==> src/rtl/reg_file_rename_pkg.sv <==
// Shared widths and payload types for the renaming architectural register file.
package reg_file_rename_pkg;

  localparam int unsigned XLEN  = 32;
  localparam int unsigned NREG  = 32;
  localparam int unsigned TAG_W = 4;
  localparam int unsigned IDX_W = $clog2(NREG);

  // One operand read result: value, pending flag, producing ROB tag.
  typedef struct packed {
    logic [XLEN-1:0]  val;
    logic             busy;
    logic [TAG_W-1:0] tag;
  } rd_data_t;

  // ROB retirement payload.
  typedef struct packed {
    logic             en;
    logic [IDX_W-1:0] rd;
    logic [XLEN-1:0]  val;
    logic [TAG_W-1:0] tag;
  } commit_t;

  // x0 is hardwired to zero and never renamed.
  function automatic logic is_x0(input logic [IDX_W-1:0] idx);
    return idx == '0;
  endfunction

endpackage

==> src/rtl/reg_file_rename_if.sv <==
// Decode/issue/commit bundle between the pipeline (master) and the register file (slave).
//  rdy, flush                          : global enable, mispredict flush
//  rs1_*/rs2_*                         : operand index in, value/busy/tag out
//  issue_en/issue_rd/issue_tag         : rename rd to a ROB slot
//  commit_en/commit_rd/commit_val/_tag : ROB retirement
interface reg_file_rename_if;
  import reg_file_rename_pkg::*;

  logic             rdy;
  logic             flush;
  logic [IDX_W-1:0] rs1_idx;
  logic [XLEN-1:0]  rs1_val;
  logic             rs1_busy;
  logic [TAG_W-1:0] rs1_tag;
  logic [IDX_W-1:0] rs2_idx;
  logic [XLEN-1:0]  rs2_val;
  logic             rs2_busy;
  logic [TAG_W-1:0] rs2_tag;
  logic             issue_en;
  logic [IDX_W-1:0] issue_rd;
  logic [TAG_W-1:0] issue_tag;
  logic             commit_en;
  logic [IDX_W-1:0] commit_rd;
  logic [XLEN-1:0]  commit_val;
  logic [TAG_W-1:0] commit_tag;

  modport master (
    output rdy, flush, rs1_idx, rs2_idx,
    output issue_en, issue_rd, issue_tag,
    output commit_en, commit_rd, commit_val, commit_tag,
    input  rs1_val, rs1_busy, rs1_tag, rs2_val, rs2_busy, rs2_tag
  );

  modport slave (
    input  rdy, flush, rs1_idx, rs2_idx,
    input  issue_en, issue_rd, issue_tag,
    input  commit_en, commit_rd, commit_val, commit_tag,
    output rs1_val, rs1_busy, rs1_tag, rs2_val, rs2_busy, rs2_tag
  );

endinterface

==> src/rtl/reg_file_rename_read_port.sv <==
// Combinational operand read with commit forwarding.
//  idx    : register index
//  commit : retirement payload in flight this cycle
//  val_q/busy_q/tag_q : register file storage
//  rd     : value/busy/tag seen by decode
module reg_file_rename_read_port
  import reg_file_rename_pkg::*;
(
  input  logic [IDX_W-1:0] idx,
  input  commit_t          commit,
  input  logic [XLEN-1:0]  val_q  [NREG],
  input  logic             busy_q [NREG],
  input  logic [TAG_W-1:0] tag_q  [NREG],
  output rd_data_t         rd
);

  // Forward only when the retiring tag is the one this register waits on.
  always_comb begin
    rd.val  = val_q[idx];
    rd.busy = busy_q[idx];
    rd.tag  = tag_q[idx];
    if (is_x0(idx)) begin
      rd = '0;
    end else if (commit.en && (commit.rd == idx) && busy_q[idx] &&
                 (tag_q[idx] == commit.tag)) begin
      rd.val  = commit.val;
      rd.busy = 1'b0;
    end
  end

endmodule

==> src/rtl/reg_file_rename.sv <==
// Architectural register file with per-register rename tags; ROB commit sink.
//  clk : rising-edge clock
//  rst : asynchronous active-low reset
//  bus : reg_file_rename_if.slave (reads, issue, commit, flush, rdy)
module reg_file_rename
  import reg_file_rename_pkg::*;
(
  input  logic                 clk,
  input  logic                 rst,
  reg_file_rename_if.slave     bus
);

  logic [XLEN-1:0]  val_q  [NREG];
  logic             busy_q [NREG];
  logic [TAG_W-1:0] tag_q  [NREG];

  commit_t  commit;
  rd_data_t rd1;
  rd_data_t rd2;

  assign commit.en  = bus.commit_en;
  assign commit.rd  = bus.commit_rd;
  assign commit.val = bus.commit_val;
  assign commit.tag = bus.commit_tag;

  // Storage update: commit first, then flush/issue so issue wins on the same rd.
  always_ff @(posedge clk or negedge rst) begin
    if (!rst) begin
      for (int unsigned i = 0; i < NREG; i++) begin
        val_q[i]  <= '0;
        busy_q[i] <= 1'b0;
        tag_q[i]  <= '0;
      end
    end else if (bus.rdy) begin
      if (commit.en && !is_x0(commit.rd)) begin
        val_q[commit.rd] <= commit.val;
        if (busy_q[commit.rd] && (tag_q[commit.rd] == commit.tag)) begin
          busy_q[commit.rd] <= 1'b0;
        end
      end
      if (bus.flush) begin
        for (int unsigned i = 0; i < NREG; i++) begin
          busy_q[i] <= 1'b0;
        end
      end else if (bus.issue_en && !is_x0(bus.issue_rd)) begin
        busy_q[bus.issue_rd] <= 1'b1;
        tag_q[bus.issue_rd]  <= bus.issue_tag;
      end
    end
  end

  reg_file_rename_read_port u_rd1 (
    .idx    (bus.rs1_idx),
    .commit (commit),
    .val_q  (val_q),
    .busy_q (busy_q),
    .tag_q  (tag_q),
    .rd     (rd1)
  );

  reg_file_rename_read_port u_rd2 (
    .idx    (bus.rs2_idx),
    .commit (commit),
    .val_q  (val_q),
    .busy_q (busy_q),
    .tag_q  (tag_q),
    .rd     (rd2)
  );

  assign bus.rs1_val  = rd1.val;
  assign bus.rs1_busy = rd1.busy;
  assign bus.rs1_tag  = rd1.tag;
  assign bus.rs2_val  = rd2.val;
  assign bus.rs2_busy = rd2.busy;
  assign bus.rs2_tag  = rd2.tag;

endmodule

==> src/flat_wrapper.sv <==
// flat-port wrapper written by rule: the top's interface ports become plain ports
module reg_file_rename_flat import reg_file_rename_pkg::*;
  (clk, rst, bus_rdy, bus_flush, bus_rs1_idx, bus_rs2_idx, bus_issue_en, bus_issue_rd, bus_issue_tag, bus_commit_en, bus_commit_rd, bus_commit_val, bus_commit_tag, bus_rs1_val, bus_rs1_busy, bus_rs1_tag, bus_rs2_val, bus_rs2_busy, bus_rs2_tag);
  reg_file_rename_if bus_i ();
  input  logic clk;
  input  logic rst;
  input wire logic [$bits(bus_i.rdy)-1:0] bus_rdy;
  input wire logic [$bits(bus_i.flush)-1:0] bus_flush;
  input wire logic [$bits(bus_i.rs1_idx)-1:0] bus_rs1_idx;
  input wire logic [$bits(bus_i.rs2_idx)-1:0] bus_rs2_idx;
  input wire logic [$bits(bus_i.issue_en)-1:0] bus_issue_en;
  input wire logic [$bits(bus_i.issue_rd)-1:0] bus_issue_rd;
  input wire logic [$bits(bus_i.issue_tag)-1:0] bus_issue_tag;
  input wire logic [$bits(bus_i.commit_en)-1:0] bus_commit_en;
  input wire logic [$bits(bus_i.commit_rd)-1:0] bus_commit_rd;
  input wire logic [$bits(bus_i.commit_val)-1:0] bus_commit_val;
  input wire logic [$bits(bus_i.commit_tag)-1:0] bus_commit_tag;
  output wire logic [$bits(bus_i.rs1_val)-1:0] bus_rs1_val;
  output wire logic [$bits(bus_i.rs1_busy)-1:0] bus_rs1_busy;
  output wire logic [$bits(bus_i.rs1_tag)-1:0] bus_rs1_tag;
  output wire logic [$bits(bus_i.rs2_val)-1:0] bus_rs2_val;
  output wire logic [$bits(bus_i.rs2_busy)-1:0] bus_rs2_busy;
  output wire logic [$bits(bus_i.rs2_tag)-1:0] bus_rs2_tag;
  assign bus_i.rdy = bus_rdy;
  assign bus_i.flush = bus_flush;
  assign bus_i.rs1_idx = bus_rs1_idx;
  assign bus_i.rs2_idx = bus_rs2_idx;
  assign bus_i.issue_en = bus_issue_en;
  assign bus_i.issue_rd = bus_issue_rd;
  assign bus_i.issue_tag = bus_issue_tag;
  assign bus_i.commit_en = bus_commit_en;
  assign bus_i.commit_rd = bus_commit_rd;
  assign bus_i.commit_val = bus_commit_val;
  assign bus_i.commit_tag = bus_commit_tag;
  assign bus_rs1_val = bus_i.rs1_val;
  assign bus_rs1_busy = bus_i.rs1_busy;
  assign bus_rs1_tag = bus_i.rs1_tag;
  assign bus_rs2_val = bus_i.rs2_val;
  assign bus_rs2_busy = bus_i.rs2_busy;
  assign bus_rs2_tag = bus_i.rs2_tag;
  reg_file_rename u_core (.clk(clk), .rst(rst), .bus(bus_i));
endmodule
==> config.mk <==
export PLATFORM = sky130hd
export DESIGN_NAME = reg_file_rename_flat
export DESIGN_NICKNAME = d
export VERILOG_FILES = /design/src/rtl/reg_file_rename_pkg.sv /design/src/rtl/reg_file_rename_if.sv /design/src/rtl/reg_file_rename_read_port.sv /design/src/rtl/reg_file_rename.sv /design/src/flat_wrapper.sv
export SDC_FILE = /design/constraint.sdc
export NUM_CORES = 2
export LEC_CHECK = 0
export BUFFER_PORTS_ARGS = -buffer_cell sky130_fd_sc_hd__buf_2
export CAP_MARGIN = 20
export CORE_MARGIN = 1.5
export CORE_UTILIZATION = 58
export DETAILED_ROUTE_END_ITERATION = 10
export PLACE_DENSITY = 0.84
export REMOVE_ABC_BUFFERS = 1
export SLEW_MARGIN = 20
export SYNTH_ARGS = -nofsm -noshare
export SYNTH_HDL_FRONTEND = slang
export SYNTH_SLANG_ARGS = --single-unit
==> constraint.sdc <==
create_clock -name clk -period 6 [get_ports clk]
set_input_delay 1.2 -clock clk [delete_from_list [all_inputs] [get_ports clk]]
set_output_delay 1.2 -clock clk [all_outputs]
set_load 0.02 [all_outputs]
==> results.md <==
- The run finished with clean final reports.
- After synthesis, the cell types taking the most area are dfrtp_1 (45%), mux4_2 (26%), mux2_2 (19%).
- The layout has 7433 filler cells.
- At the worst endpoint, the required time is roughly 4800 ps.
- The wire length on met1 is 70510 um.
- The number of max-cap violations is 0.
- The maximum clock path buffer count is 3.
- The post-CTS setup buffer count is 0.
- The critical path class is primary input to primary output.
- The final count of pins violating max slew came to 0.
- The initial detailed-routing violation count is ~4700.
- The mean cell area of the mapped netlist is 15.77 um^2.
- Of the available clock period, the critical path in the final layout requires 0.9751.
- The worst setup slack for register-to-register paths is 3310 ps.
- The sequential share of the synthesized area is 0.4546.
- The maximum vdd drop is roughly 0.00026 V.
- For this run the aggregate overflow at the end of global routing stands at 0.
- For the pin with the worst max-slew slack, the measured transition is 1224 ps.
- The later-pin clock latency in the skew report is 730 ps.
- The final standard cell utilization of the core is 0.6466.
- For this run, the detailed router's first-pass iteration total came to 6.
- For the worst setup path, the data arrival time is 4650 ps.
- The count of boundary I/O pins is 140.
- After detailed routing, the met2 layer carries 88290 um of wire.
- The first-pass GRT wire length is about 280000 um.
- After detailed placement, the design holds a cell count of 5416.
- The CTS tree is done.
- The floorplan row count is 122.
- The via density per instance is 7.300.
- The residual antenna-violating net count after detailed routing is 0.
- The most common cell in the synthesized netlist is dfrtp_1.
- The fraction of registers with async set/reset is 1.000.
- The area added between synthesis and finish is 10.11%.
- Yosys mapped a number of flops with a built-in enable equal to 0.
- The via count of the first global-routing pass was 43655.
- The proportion of layout cells with a drive suffix above 1 is 0.5761.
- The wire length per cell is 33.01 um.
- Summed over all layers, the routed wires come to 186100 um.
- The tree is rooted in a clkbuf_16.
- In this run the static leakage power is 31.09 nW.
- The post-layout instance count excluding filler cells is ~5600.
- STA classifies the critical path endpoint as a primary output.
- In the detailed route, the total length drawn on met3 is between 15000 and 20000 um.
- Input and output buffers added on the ports amount to between 100 and 150.
- The number of sinks on the clock net is 1184.
- The H-tree depth is 3.
- The die boundary width is 338.2 um.
- From bottom edge to top edge, the die measures 338.2 um.
- Setup repair after global routing left no endpoint under its margin.
- Across the routed clock network, the largest skew measured is approximately 18 ps.
- The clock slew seen by the registers of the worst setup and hold paths is 60 ps.
- For this run, the leading register cell type out of synthesis is dfrtp_1.
- The placer congestion estimate is 0.9147.
- The post-synthesis register bit count is 1184.
- Entering global routing, the biggest net connects 142 pins.
- The setup slack after placement is roughly 90 ps.
- The synthesized design spends more area on one cell type than any other, namely dfrtp_1.
- The number of DRC violations after detailed routing is 0.
- The final-report hold violation count is 0.
- The number of instances in the synthesized netlist is 4132.
- The uppermost metal layer occupied by signal nets is met4.
- Dividing total power by cell area gives a power density of approximately 300 nW/um^2.
- The kind of start point of the critical path is a primary input.
- The total of endpoints with negative setup slack in the final report is 0.
- Along the worst path, the maximum fanout reaches 26.
- The worst path setup slack after routing is 149.1 ps.
- The top-area cell type share of the netlist area is 0.4546.
- Yosys printed 0 warnings.
- Based on the critical path, the design can be clocked at up to 170.9 MHz.
- Ranked by instance count, the synthesized netlist is headed by dfrtp_1 (1184), mux2_2 (1121), mux4_2 (759).
- The time the worst path needs with I/O delays and setup is 5851 ps.
- The core region is 111000 um^2.
- The initial utilization of the core area, before any placement, comes to 0.5873.
- The number of antenna violations at the first check in global routing was 0.
- The overall via count from detail_route is just over 40000.
- The distinct cell type count of the synthesized netlist is 55.
- Summed over all failing endpoints, the final setup total negative slack is 0 ps.
- The estimated wirelength of the detail-placed design is 109500 um.
- Measured against its own limit, the worst slew margin works out to 0.1820.
- The die covers 114400 um^2.
- The number of clock buffers added by TritonCTS is 121.
- The class of the worst hold path is flip-flop to flip-flop.
- The total routing usage reported by global routing is 0.3288.
- The layout net count is 4117.
- The area of the mapped netlist is 65170 um^2.
- The tightest hold path in the finished design has a slack of 394.1 ps.
power by group:
| part | total [mW] | internal, mW | leakage (nW) | switching (mW) |
|---|---|---|---|---|
| Sequential | 9.69 | 8.94 | 15.8 | 0.748 |
| Combinational | 3.68 | 2.12 | 13.2 | 1.57 |
| Clock | 7.88 | 4.56 | 2.03 | 3.32 |
| Total | 21.2 | 15.6 | 31.1 | 5.63 |
registers in the layout, summed over array words and instances (netlist names):
signal         count
u_core.val_q    1024
u_core.busy_q     32
u_core.tag_q     128
cells in the final DEF (no fill, tap or decap), drive strengths merged, types with 20 or more instances in the layout:
master / netlist / routed
nand2: 64 / 64
nand2b: 35 / 35
buf: 93 / 264
o31ai: 33 / 33
a311oi: 20 / 20
clkinv: 0 / 26
inv: 18 / 24
o211ai: 32 / 32
dfrtp: 1184 / 1184
mux2i: 92 / 92
a22oi: 20 / 20
mux4: 759 / 759
mux2: 1121 / 1121
nor2: 59 / 59
clkbuf: 375 / 170
a21oi: 55 / 55
cell families (layout without fill, tap and decap cells):
kind of cell	Yosys count	count (layout)	synth area share
multiplexers	1972	1972	0.4701
flip-flops	1184	1184	0.4546
buffers and inverters	486	504	0.02970
AND/OR/NAND/NOR	265	265	0.02158
AO/OA/AOI/OAI	205	205	0.02129
XOR/XNOR	20	20	0.002688
other	0	1	0
per-layer routing:
| layer | GRT usage | up-vias |
|---|---|---|
| met5 | 0 | - |
| met4 | 0.1586 | 0 |
| met3 | 0.06834 | 585 |
| met2 | 0.5105 | 2413 |
| met1 | 0.4478 | 22108 |
| li1 | - | 16057 |
metrics by stage:
step	instance area (um^2)	total power, mW
floorplan	63300	11.99
global placement	67590	13.21
detailed placement	67590	13.42
CTS	71750	21.28
global route	71760	21.95
finish	71760	21.25
final cells by class:
type / count / area, um^2 / area share
Antenna cell: 1 / 2.502 / 0.00003487
Sequential cell: 1184 / 29630 / 0.4129
Timing Repair Buffer: 264 / 2156 / 0.03004
Clock inverter: 52 / 689.4 / 0.009607
Inverter: 18 / 77.57 / 0.001081
Multi-Input combinational cell: 2462 / 33870 / 0.4720
Tap cell: 1488 / 1862 / 0.02594
Clock buffer: 170 / 3473 / 0.04840
worst max-delay path, cell delays in order:
cell and delay (ps):
buf_8 280, mux4_2 560, mux4_2 500, mux2i_1 260, xor2_1 390, nand2_1 80
or3_2 540, buf_4 230, buf_4 210, a21oi_1 170, buf_2 180
what timing repair did:
item                                   4_1_cts  5_1_grt
setup endpoints to repair                    0       13
endpoints found under the hold margin        0        0
hold buffers                                 0        0
resized for setup                            0        1
path summary, 6_finish.rpt:
check | start | to | depth (start not counted)
max reg2reg | u_core.tag_q[93] | u_core.busy_q[22] | 8
min in group asynchronous | rst | u_core.val_q[768] | 1
max | bus_rs1_idx[0] | bus_rs1_val[30] | 11
min | u_core.val_q[1000] | u_core.val_q[1000] | 0
max in group asynchronous | rst | u_core.val_q[404] | 2
min reg2reg | u_core.val_q[1000] | u_core.val_q[1000] | 0
Note: power is estimated with default switching activity, not from simulation.
